[config.mk]
export PLATFORM = sky130hd
export DESIGN_NAME = soc_l2_xbar
export DESIGN_NICKNAME = d
export VERILOG_FILES = /design/src/rtl/soc_l2_xbar_pkg.sv /design/src/rtl/soc_l2_rr_arb.sv /design/src/rtl/soc_l2_xbar.sv
export SDC_FILE = /design/constraint.sdc
export NUM_CORES = 1
export LEC_CHECK = 0
export ABC_AREA = 1
export CORE_AREA = 8 8 285 287
export DETAILED_ROUTE_END_ITERATION = 8
export DIE_AREA = 0 0 293 295
export HOLD_SLACK_MARGIN = 0.15
export PLACE_DENSITY = 0.58
export RECOVER_POWER = 100
export SYNTH_ARGS = -nofsm -noshare
export SYNTH_HDL_FRONTEND = slang
export SYNTH_SLANG_ARGS = --single-unit
[constraint.sdc]
create_clock -name clk_i -period 7.07 [get_ports clk_i]
set_input_delay 1.7675 -clock clk_i [delete_from_list [all_inputs] [get_ports clk_i]]
set_output_delay 1.7675 -clock clk_i [all_outputs]
set_load 0.02 [all_outputs]
[src/rtl/soc_l2_xbar_pkg.sv]
// soc_l2_xbar shared types and constants.
// Width helpers, default geometry and the response record.
package soc_l2_xbar_pkg;

    function automatic int clog2(input int value);
        int r;
        r = 0;
        while ((1 << r) < value) begin
            r++;
        end
        return r;
    endfunction

    // Index width that never collapses to zero bits.
    function automatic int idx_w(input int n);
        return (n > 1) ? clog2(n) : 1;
    endfunction

    function automatic longint unsigned win_bytes(
        input int n_banks,
        input int aw
    );
        return longint'(n_banks) << (aw + 2);
    endfunction

    localparam int DEF_N_MASTERS = 4;
    localparam int DEF_N_BANKS = 4;
    localparam int DEF_ADDR_MEM_WIDTH = 12;
    localparam int DEF_DATA_WIDTH = 32;
    localparam logic [31:0] DEF_L2_BASE = 32'h1C00_0000;

    localparam int BANK_SEL_W = clog2(DEF_N_BANKS);
    localparam int MST_IDX_W = idx_w(DEF_N_MASTERS);
    localparam longint unsigned L2_WINDOW_BYTES =
        win_bytes(DEF_N_BANKS, DEF_ADDR_MEM_WIDTH);

    // Bank index storage wide enough for any legal bank count.
    localparam int RSP_IDX_W = 8;

    typedef struct packed {
        logic                 valid;
        logic                 err;
        logic                 rd;
        logic [RSP_IDX_W-1:0] bank_idx;
    } rsp_rec_t;

endpackage

[src/rtl/soc_l2_rr_arb.sv]
// Round-robin arbiter, one per L2 bank.
// Pointer marks the highest-priority requester.
module soc_l2_rr_arb
    import soc_l2_xbar_pkg::*;
#(
    parameter int N_REQ = 4,
    parameter int IDX_W = idx_w(N_REQ)
) (
    input  logic             clk_i,
    input  logic             rst_i,
    input  logic [N_REQ-1:0] req_i,
    output logic [N_REQ-1:0] gnt_o,
    output logic [IDX_W-1:0] idx_o,
    output logic             valid_o
);

    logic [IDX_W-1:0] ptr_q;

    // First requester at or after the pointer, wrapping around.
    always_comb begin
        gnt_o = '0;
        idx_o = '0;
        valid_o = 1'b0;
        for (int i = 0; i < N_REQ; i++) begin
            if (!valid_o && req_i[(int'(ptr_q) + i) % N_REQ]) begin
                valid_o = 1'b1;
                idx_o = IDX_W'((int'(ptr_q) + i) % N_REQ);
                gnt_o[(int'(ptr_q) + i) % N_REQ] = 1'b1;
            end
        end
    end

    // Pointer moves past the winner; holds when idle.
    always_ff @(posedge clk_i or posedge rst_i) begin
        if (rst_i) begin
            ptr_q <= '0;
        end else if (valid_o) begin
            if (idx_o == IDX_W'(N_REQ - 1)) begin
                ptr_q <= '0;
            end else begin
                ptr_q <= idx_o + 1'b1;
            end
        end
    end

endmodule

[src/rtl/soc_l2_xbar.sv]
// LINT to word-interleaved L2 bank crossbar.
// Per-bank RR arbitration, 1-cycle response pipe.
module soc_l2_xbar
    import soc_l2_xbar_pkg::*;
#(
    parameter int          N_MASTERS      = DEF_N_MASTERS,
    parameter int          N_BANKS        = DEF_N_BANKS,
    parameter int          ADDR_MEM_WIDTH = DEF_ADDR_MEM_WIDTH,
    parameter int          DATA_WIDTH     = DEF_DATA_WIDTH,
    parameter logic [31:0] L2_BASE        = DEF_L2_BASE,
    parameter int          BE_WIDTH       = DATA_WIDTH / 8
) (
    input  logic                           clk_i,
    input  logic                           rst_i,
    input  logic [N_MASTERS-1:0]           req_i,
    input  logic [N_MASTERS*32-1:0]        add_i,
    input  logic [N_MASTERS-1:0]           wen_i,
    input  logic [N_MASTERS*DATA_WIDTH-1:0] wdata_i,
    input  logic [N_MASTERS*BE_WIDTH-1:0]  be_i,
    output logic [N_MASTERS-1:0]           gnt_o,
    output logic [N_MASTERS-1:0]           r_valid_o,
    output logic [N_MASTERS*DATA_WIDTH-1:0] r_rdata_o,
    output logic [N_MASTERS-1:0]           r_opc_o,
    output logic [N_BANKS-1:0]             mem_csn_o,
    output logic [N_BANKS-1:0]             mem_wen_o,
    output logic [N_BANKS*ADDR_MEM_WIDTH-1:0] mem_add_o,
    output logic [N_BANKS*DATA_WIDTH-1:0]  mem_wdata_o,
    output logic [N_BANKS*BE_WIDTH-1:0]    mem_be_o,
    input  logic [N_BANKS*DATA_WIDTH-1:0]  mem_rdata_i
);

    localparam int BANK_W = clog2(N_BANKS);
    localparam int MST_W = idx_w(N_MASTERS);
    localparam longint unsigned WIN_BYTES =
        win_bytes(N_BANKS, ADDR_MEM_WIDTH);

    logic [N_MASTERS-1:0][31:0]             off;
    logic [N_MASTERS-1:0]                   in_win;
    logic [N_MASTERS-1:0][BANK_W-1:0]       bank_sel;
    logic [N_MASTERS-1:0][ADDR_MEM_WIDTH-1:0] row;

    logic [N_BANKS-1:0][N_MASTERS-1:0]      bank_req;
    logic [N_BANKS-1:0][N_MASTERS-1:0]      bank_gnt;
    logic [N_BANKS-1:0][MST_W-1:0]          arb_idx;
    logic [N_BANKS-1:0]                     arb_valid;

    rsp_rec_t [N_MASTERS-1:0]               rsp_q;

    // Window check and bank/row split of each address.
    always_comb begin
        for (int m = 0; m < N_MASTERS; m++) begin
            off[m] = add_i[m*32 +: 32] - L2_BASE;
            in_win[m] = 64'(off[m]) < WIN_BYTES;
            bank_sel[m] = off[m][2 +: BANK_W];
            row[m] = off[m][2+BANK_W +: ADDR_MEM_WIDTH];
        end
    end

    // In-window requests steered to their bank; none in reset.
    always_comb begin
        for (int b = 0; b < N_BANKS; b++) begin
            for (int m = 0; m < N_MASTERS; m++) begin
                bank_req[b][m] = ~rst_i & req_i[m] & in_win[m]
                               & (bank_sel[m] == BANK_W'(b));
            end
        end
    end

    for (genvar b = 0; b < N_BANKS; b++) begin : g_bank
        soc_l2_rr_arb #(
            .N_REQ (N_MASTERS),
            .IDX_W (MST_W)
        ) u_arb (
            .clk_i   (clk_i),
            .rst_i   (rst_i),
            .req_i   (bank_req[b]),
            .gnt_o   (bank_gnt[b]),
            .idx_o   (arb_idx[b]),
            .valid_o (arb_valid[b])
        );
    end

    // Out-of-window requests never wait for a bank.
    always_comb begin
        for (int m = 0; m < N_MASTERS; m++) begin
            gnt_o[m] = ~rst_i & req_i[m]
                     & (~in_win[m] | bank_gnt[bank_sel[m]][m]);
        end
    end

    // Winner drives its bank; idle banks are deselected and zero.
    always_comb begin
        mem_csn_o = '1;
        mem_wen_o = '0;
        mem_add_o = '0;
        mem_wdata_o = '0;
        mem_be_o = '0;
        for (int b = 0; b < N_BANKS; b++) begin
            if (arb_valid[b]) begin
                mem_csn_o[b] = 1'b0;
                mem_wen_o[b] = wen_i[arb_idx[b]];
                mem_add_o[b*ADDR_MEM_WIDTH +: ADDR_MEM_WIDTH] =
                    row[arb_idx[b]];
                mem_wdata_o[b*DATA_WIDTH +: DATA_WIDTH] =
                    wdata_i[int'(arb_idx[b])*DATA_WIDTH +: DATA_WIDTH];
                mem_be_o[b*BE_WIDTH +: BE_WIDTH] =
                    be_i[int'(arb_idx[b])*BE_WIDTH +: BE_WIDTH];
            end
        end
    end

    // Record each grant so its response fires next cycle.
    always_ff @(posedge clk_i or posedge rst_i) begin
        if (rst_i) begin
            rsp_q <= '0;
        end else begin
            for (int m = 0; m < N_MASTERS; m++) begin
                rsp_q[m].valid <= gnt_o[m];
                rsp_q[m].err <= ~in_win[m];
                rsp_q[m].rd <= wen_i[m];
                rsp_q[m].bank_idx <= RSP_IDX_W'(bank_sel[m]);
            end
        end
    end

    // Only successful reads carry bank data back.
    always_comb begin
        r_valid_o = '0;
        r_opc_o = '0;
        r_rdata_o = '0;
        for (int m = 0; m < N_MASTERS; m++) begin
            r_valid_o[m] = rsp_q[m].valid;
            r_opc_o[m] = rsp_q[m].valid & rsp_q[m].err;
            if (rsp_q[m].valid && !rsp_q[m].err && rsp_q[m].rd) begin
                r_rdata_o[m*DATA_WIDTH +: DATA_WIDTH] =
                    mem_rdata_i[int'(rsp_q[m].bank_idx)*DATA_WIDTH
                                +: DATA_WIDTH];
            end
        end
    end

endmodule

==> impl_metrics.py, run 1 <==
metrics = {
    "outcome": {
        "status": "finished, final reports clean",
    },
    "global_routing": {
        "grt_overflow": 0,
        "grt_start_max_net_pins": 93,
        "globalRouteTotalUtil_pct": 24.9,
        "grt_antenna_before_repair": 28,
        "grt_pass1_vias": 25086,
        "global_route_wire_length_before_repair_um": 168000,
    },
    "setup_path": {
        "cpMaxStageDelayCell": "sky130_fd_sc_hd__clkdlybuf4s50_1",
        "worst_path_most_repeated_cell": "sky130_fd_sc_hd__nand2_1",
        "worst-path-max-fanout": 9,
        "crit_path_end_kind": "output pin",
        "rr_endpoint": "r_valid_o[3]",
        "worst-endpoint-arrival_ns": 5.17,
        "regToRegSetupSlack_ns": 3.98,
        "timing.critical_path.from_type": "input port",
        "delay_of_the_slowest_cell_on_the_worst_path_ns": 0.76,
        "worst_r2r_startpoint": "g_bank[2].u_arb.ptr_q[0]",
        "worstPathCellList": "clkdlybuf4s50_1 > inv_1 > nand2_1 > nor2_1 > nand2_1 > nor2_4 > buf_12 > nand3_1 > nand2_1 > nand3_1 > nand2_1 > inv_2 > nor2_2 > clkbuf_2 > nand2_1 > nand2_1 > inv_1 > nand3_1 > nand2_1 > nand3_1 > nor2_1 > nor2_1 > clkdlybuf4s50_1",
        "timing_worst_setup_path_type": "in -> out",
        "rr_worst_depth": 16,
        "worstPathRequired_ns": 5.30,
    },
    "synthesis": {
        "syn-mean-instance-area_um2": 5.00,
        "netlist_instances": 3417,
        "ys_ff_latch": 28,
        "postSynthNetCount": 3843,
        "mappedNetlistArea_mm2": 0.0171,
        "yosysUniqueCellTypes": 35,
        "yosysSeqAreaShare_pct": 4.10,
        "synthesis.yosys.warnings": 0,
    },
    "floorplanning": {
        "fp.coreArea_mm2": 0.0767,
        "die_w_um": 293,
        "chipHeight_um": 295,
        "die_area_mm2": 0.0864,
        "boundaryPins": 750,
        "floorplan.initialDensity_pct": 22.3,
        "fp-row-count": 102,
    },
    "layout": {
        "final_nets": 4481,
        "areaGrowthSynthToFinish_pct": 51.6,
        "drive_gt1_share_pct": 8.61,
        "fill_cell_total_of_the_finished_layout": 8580,
        "area_of_combinational_cells_with_multiple_inputs_mm2": 0.0135,
        "finalCoreUtilization_pct": 33.7,
        "sequential_cell_area_um2": 721,
    },
    "timing": {
        "max_freq_mhz": 144,
        "setup_viol_count_final": 0,
        "slew_violations": 0,
        "final_number_of_hold_violating_endpoints": 0,
        "maxSlewHeadroom_pct": 22.6,
        "finalSetupTns_ns": 0,
        "worst-slew-pin-transition_ns": 1.16,
        "skew_ns": 0.0106,
        "timing.final.crit_share_pct": 98.2,
        "rsz0062_at_grt": "no",
        "finalCriticalPeriod_ns": 6.94,
    },
    "routing": {
        "routed_wl_um": 116000,
        "route.met2.wl_um": 53400,
        "viasPerCell": 5.34,
        "top_layer": "met5",
        "met3_length_um": 12800,
        "routed-via-count": 27333,
        "route.layer.met1.wl_um": 44200,
        "route.antenna.remaining_nets": 0,
        "drc": 0,
        "first_pass_iters": 7,
        "drt_iter0_drc": 2903,
        "route.detailed.wl_per_inst_um": 22.6,
    },
    "pwr": {
        "vdd_drop_max_mv": 0.538,
        "leakagePower_nw": 12.0,
        "power_density_mw_per_mm2": 600,
    },
    "clocking": {
        "clock_latency_on_the_worst_skew_pair_ns": 0.28,
        "cts_tree": "done",
        "clkSlewWorstSetupHoldPaths_ns": 0.08,
        "cts.htree.levels": 1,
        "post_cts_hold_fix_bufs": 0,
        "root_buffer": "sky130_fd_sc_hd__clkbuf_16",
        "tritoncts.num_buffers": 3,
        "cts_buffer_depth": 2,
        "cts.sinks": 28,
    },
    "worst_hold_path": {
        "min-delay-path-class": "reg -> reg",
        "min_delay_path_depth": 4,
        "whs_endpoint": "g_bank[2].u_arb.ptr_q[1]",
        "holdCritStartpoint": "g_bank[2].u_arb.ptr_q[1]",
    },
    "flow_run": {
        "max_cap_violations": 0,
    },
    "place": {
        "portBuffers": 741,
        "dp_hpwl_um": 90600,
        "finalWeightedCongestion": 0.970,
    },
}
state kept, by name, indices dropped and copies added (netlist names):
signal              cells
g_bank.u_arb.ptr_q      8
r_valid_o               4
rsp_q                  16
per-layer routing:
metal,global-route usage (%),vias to the layer above
met5,0,-
met4,9.78,10
met3,6.55,240
met2,41.4,1621
met1,30.4,12599
li1,-,12863
worst max-delay path: cells and delay by family:
kind          cells  cell delay [ns]
buf+inv           7             1.70
simple gates     16             1.71
stage by stage:
| step | worst slack (ns) | total power [mW] | area [um2] | instances | hold WS [ns] |
|---|---|---|---|---|---|
| after global placement | 0.0401 | 16.2 | 26400 | 5090 | 0.866 |
| after detailed placement | 0.0323 | 16.2 | 26400 | 5090 | 0.870 |
| after global routing | 0.000399 | 16.5 | 25900 | 5110 | 0.976 |
| after floorplan | 1.36 | 8.93 | 17100 | 3417 | 0.754 |
| final | 0.130 | 15.5 | 25900 | 5120 | 0.888 |
| after CTS | 0.00477 | 16.5 | 26500 | 5094 | 0.884 |
timing repair:
| item | CTS | global route |
|---|---|---|
| resized for setup | 0 | 114 |
| setup buffers | 0 | 0 |
| endpoints found under the setup margin | 0 | 127 |
synth_stat cells, drive strengths merged:
cell	n	area share [%]
o21a	5	0.22
clkinv	8	0.18
clkbuf	138	3.0
dfrtp	28	4.1
inv	391	8.6
o211ai	128	5.6
nand4	97	3.6
and2	1	0.037
or2	3	0.11
buf	151	5.3
nand2	849	20
nand3	868	26
nand3b	14	0.64
a31oi	6	0.22
nor2	135	3.4
ha	16	1.2
o21ai	139	4.1
a21oi	438	13
nor3	2	0.059
area by class of cell:
| class | instances | share of cell area (%) |
|---|---|---|
| multi-input cells | 2701 | 52.1 |
| repair buffers | 922 | 33.6 |
| inverters | 399 | 5.79 |
| well taps | 1040 | 5.03 |
| flip-flops and latches | 28 | 2.78 |
| clock buffers | 3 | 0.290 |
| diodes | 26 | 0.251 |
| clock inverters | 1 | 0.116 |
where the power goes:
group	switching (mW)	leakage, nW	total (mW)	internal [mW]
clock network	0.0661	0.0513	0.179	0.113
registers	0.102	0.312	0.291	0.189
logic	10.1	11.6	15.1	4.97
total	10.3	12.0	15.5	5.28
worst max-delay path by stage:
stage | from | cells past startpoint | to
2_1_floorplan | rst_i | 16 | mem_add_o[25]
3_3_place_gp | add_i[18] | 22 | mem_wdata_o[28]
3_5_place_dp | add_i[18] | 22 | mem_wdata_o[28]
4_1_cts | add_i[18] | 22 | mem_wdata_o[28]
5_1_grt | add_i[16] | 20 | mem_add_o[42]
6_report | add_i[18] | 23 | gnt_o[3]
kinds of logic (layout without fill, tap and decap cells):
logic type      after synthesis  after routing  share of synthesized area (%)
simple gates               1969           1969                           54.0
buf+inv                     688           1325                           17.2
flops                        28             28                           4.10
fa+ha+maj                    16             16                           1.17
other cells                   0             26                              0
compound gates              716            716                           23.6
cells in the final DEF (no fill, tap or decap), drive strengths merged:
cell type / count
o211ai: 128
o21a: 5
or2: 3
o21ai: 139
nand2: 849
buf: 193
nor3: 2
nand3: 868
clkdlybuf4s50: 445
clkinv: 4
dfrtp: 28
clkbuf: 127
nand4: 97
ha: 16
a31oi: 6
bufinv: 1
and2: 1
a21oi: 438
diode: 26
nand3b: 14
inv: 395
dlygate4sd3: 156
dlymetal6s2s: 4
nor2: 135
(Power assumes the default switching activity.)
==> run 2: changes to the inputs <==
Settings changed: CORE_AREA 8 8 285 287 to 8 8 284 286, DIE_AREA 0 0 293 295 to 0 0 292 294, PLACE_DENSITY 0.58 to 0.54, SYNTH_HIERARCHICAL set to 1.
==> run 2 against run 1 <==
  * Utilization decreased by 1.9 points
  * Critical path type unchanged
  * Final cell count decreased by 15%
  * Combinational power increased by 11%
  * Sequential share of layout area increased by 0.18 points
  * Critical path depth decreased by 1
  * Die area decreased by 0.68%
  * Synthesized cell count decreased by 24%
  * Final area decreased by 6.0%
  * Total power increased by 11%
  * Clock power about the same
  * Clock skew decreased by 0.0046 ns
==> impl_metrics.py, run 2 <==
metrics = {
    "outcome": {
        "status": "finished, final reports clean",
    },
    "place": {
        "dp_hpwl_um": 78200,
        "finalWeightedCongestion": 0.937,
        "portBuffers": 741,
        "place.detailed.instances": 4306,
    },
    "layout": {
        "largest_register_ff_count": 16,
        "regMostFlops": "rsp_q",
        "areaGrowthSynthToFinish_pct": 72.5,
        "drive_gt1_share_pct": 16.8,
        "final_common_cell": "sky130_fd_sc_hd__a21oi_1",
        "finalCoreUtilization_pct": 31.8,
        "final_nets": 3777,
        "fill_cell_total_of_the_finished_layout": 8460,
        "post_layout_nonfiller_instances": 4345,
        "most-common-layout-cells": "sky130_fd_sc_hd__a21oi_1, sky130_fd_sc_hd__clkdlybuf4s50_1, sky130_fd_sc_hd__nand2_1",
    },
    "setup_path": {
        "regToRegSetupSlack_ns": 4.00,
        "worst_r2r_startpoint": "g_bank[0].u_arb/ptr_q[0]",
        "worstPathRequired_ns": 5.30,
        "rr_endpoint": "g_bank[0].u_arb/ptr_q[1]",
        "delay_of_the_slowest_cell_on_the_worst_path_ns": 0.46,
        "crit_path_end_kind": "output pin",
        "worstPathBufferInverterCount": 8,
        "cpMaxStageDelayCell": "sky130_fd_sc_hd__clkdlybuf4s50_1",
        "worst_path_most_repeated_cell": "sky130_fd_sc_hd__nand2_4",
        "largest_delay_contributor_family_on_the_critical_path": "buffers and inverters",
        "worst-path-max-fanout": 13,
        "startpoint": "add_i[90]",
        "timing.critical_path.from_type": "input port",
        "rr_worst_depth": 15,
        "worstPathCellList": "clkdlybuf4s50_1 > inv_1 > nor2_1 > nand2_1 > nor2_2 > buf_4 > nand3b_1 > nor2_2 > buf_6 > nand2_4 > nand3_2 > nand2_4 > a21oi_2 > nand2_1 > nand2_4 > buf_12 > inv_6 > buf_12 > a21oi_1 > o21ai_0 > a21oi_1 > dlygate4sd2_1",
        "timing_worst_setup_path_type": "in -> out",
        "worst-endpoint-arrival_ns": 5.15,
    },
    "clocking": {
        "cts_tree": "done",
        "clkSlewWorstSetupHoldPaths_ns": 0.08,
        "root_buffer": "sky130_fd_sc_hd__clkbuf_16",
        "cts.sinks": 28,
        "clock_latency_on_the_worst_skew_pair_ns": 0.28,
        "tritoncts.num_buffers": 3,
        "cts.htree.levels": 1,
        "cts_buffer_depth": 2,
    },
    "synthesis": {
        "synth_enable_flop_cells": 0,
        "yosysMostFrequentCell": "sky130_fd_sc_hd__a21oi_1",
        "synthTopCellsByCount": "sky130_fd_sc_hd__a21oi_1, sky130_fd_sc_hd__nand2_1, sky130_fd_sc_hd__o211ai_1",
        "ys_ff_latch": 28,
        "netlist.top_cell.by_area": "sky130_fd_sc_hd__a21oi_1",
        "yosysUniqueCellTypes": 34,
        "mappedNetlistArea_mm2": 0.0141,
        "postSynthNetCount": 3027,
        "netlist.area_leader.share_pct": 23.3,
        "yosysSeqAreaShare_pct": 4.97,
        "synth_area_leaders": "sky130_fd_sc_hd__a21oi_1, sky130_fd_sc_hd__o211ai_1, sky130_fd_sc_hd__nand2_1",
        "yosys_most_used_dff": "sky130_fd_sc_hd__dfrtp_1",
        "post_synthesis_async_set_or_reset_flop_share_pct": 100,
        "syn-mean-instance-area_um2": 5.44,
        "netlist_instances": 2593,
        "synthesis.yosys.warnings": 6,
    },
    "floorplanning": {
        "die_area_mm2": 0.0858,
        "floorplan.initialDensity_pct": 18.5,
        "fp-row-count": 102,
        "die_w_um": 292,
        "fp.coreArea_mm2": 0.0764,
        "chipHeight_um": 294,
        "boundaryPins": 750,
    },
    "worst_hold_path": {
        "whs_endpoint": "g_bank[3].u_arb/ptr_q[1]",
        "holdCritStartpoint": "g_bank[3].u_arb/ptr_q[1]",
        "min-delay-path-class": "reg -> reg",
        "min_delay_path_depth": 2,
    },
    "timing": {
        "slew_violations": 0,
        "finalCriticalPeriod_ns": 6.92,
        "whs_ns": 0.755,
        "worst-slew-pin-transition_ns": 0.952,
        "rsz0062_at_grt": "yes",
        "final_number_of_hold_violating_endpoints": 0,
        "timing.final.crit_share_pct": 97.9,
        "setup_viol_count_final": 0,
        "maxSlewHeadroom_pct": 36.6,
        "max_freq_mhz": 145,
        "skew_ns": 0.00605,
        "finalSetupTns_ns": 0,
    },
    "routing": {
        "first_pass_iters": 5,
        "routed-via-count": 21696,
        "routed_wl_um": 97500,
        "drc": 0,
        "route.antenna.remaining_nets": 0,
        "viasPerCell": 4.99,
        "drt_iter0_drc": 1674,
        "route.detailed.wl_per_inst_um": 22.4,
    },
    "global_routing": {
        "grt_antenna_before_repair": 25,
        "grt_overflow": 0,
        "grt_pass1_vias": 20176,
        "global_route_wire_length_before_repair_um": 140000,
        "globalRouteTotalUtil_pct": 20.9,
        "grt_start_max_net_pins": 82,
    },
    "pwr": {
        "seqPwrFrac_pct": 1.8,
        "internal_power_mw": 7.13,
        "power_share_of_the_clock_group_pct": 1.0,
        "power_density_mw_per_mm2": 712,
        "vdd_drop_max_mv": 0.495,
        "share_comb_of_total_power_pct": 97.2,
        "net-switching-power_mw": 10.2,
        "leakagePower_nw": 9.75,
        "sw_frac_of_total_pct": 58.8,
    },
    "flow_run": {
        "max_cap_violations": 0,
    },
}
==> run 2: cell count changes in the layout (fill, tap and decap cells not counted), sizes merged, moves of 149 or more <==
cell / previous run / this run
nand3: 868 / 50
nand2: 849 / 553
a21oi: 438 / 658
o211ai: 128 / 324
o21ai: 139 / 334
inv: 395 / 246
==> run 2: cell families (layout without fill, tap and decap cells) <==
logic type	after synthesis	in the layout	synth area share (%)
AO/OA/AOI/OAI	1336	1336	53.5
adder cells (fa/ha/maj)	24	24	2.13
buffers and inverters	502	1251	16.8
flip-flops	28	28	4.97
other	0	15	0
AND/OR/NAND/NOR	703	703	22.5
==> run 2: layout make-up <==
cell class                 count  area [um2]  share of cell area (%)
clock buffer                   3        75.1                   0.309
timing repair buffer         999        9920                    40.8
inverter                     246        1030                    4.25
clock inverter                 1        30.0                   0.123
sequential                    28         721                    2.96
antenna                       15        37.5                   0.154
multi-input combinational   2063       11300                    46.3
tap                          988        1240                    5.08
timing repair inverter         2        20.0                  0.0823
==> run 2: worst max-delay path by stage <==
stage	endpoint	slack [ns]	cells past startpoint
after detailed placement	mem_wdata_o[1]	-0.49	20
after floorplan	mem_add_o[24]	0.82	17
after global placement	mem_wdata_o[1]	-0.51	21
after global routing	mem_wen_o[0]	-0.05	25
final	mem_add_o[11]	0.15	22
after CTS	mem_wdata_o[30]	0.003	22
==> run 2: repair_timing <==
action,in CTS,in global routing
hold buffers,0,0
gates cloned,3,3
resized for setup,186,206
buffers inserted,4,11
endpoints found under the setup margin,161,181
pin swaps,4,27
==> run 2: per-layer routing <==
metal  global-route usage [%]  share of wire, %  wire length (um)  vias to the layer above
li1                         -                 -                 -                    10657
met1                     24.8                39             38400                     9906
met2                     36.8                48             47100                     1000
met3                     5.72               9.1              8910                      123
met4                     5.78               3.0              2950                       10
met5                        0             0.071                69                        -
==> run 2: through the flow <==
step / total power [mW] / worst slack (ns) / instance area (um2)
2_1_floorplan: 8.74 / 0.824 / 14100
3_3_place_gp: 17.3 / -0.512 / 24000
3_5_place_dp: 17.3 / -0.486 / 24000
4_1_cts: 17.1 / 0.00257 / 24200
5_1_grt: 18.5 / -0.0469 / 24300
6_report: 17.3 / 0.150 / 24300
==> run 2: power by group through the flow <==
| stage | clock [mW] | sequential, mW | combinational, mW |
|---|---|---|---|
| CTS | 0.187 | 0.306 | 16.6 |
| finish | 0.180 | 0.311 | 16.8 |
| floorplan | 0 | 0.226 | 8.52 |
| global placement | 0 | 0.310 | 17.0 |
| detailed placement | 0 | 0.310 | 17.0 |
| global route | 0.190 | 0.319 | 18.0 |
==> run 2: worst register-to-register path: cells and delay by family, from the launching register on <==
kind	cells	cell delay (ns)
simple gates	6	0.69
compound gates	1	0.07
buf+inv	6	0.85
flops	1	0.70
fa+ha+maj	2	0.63
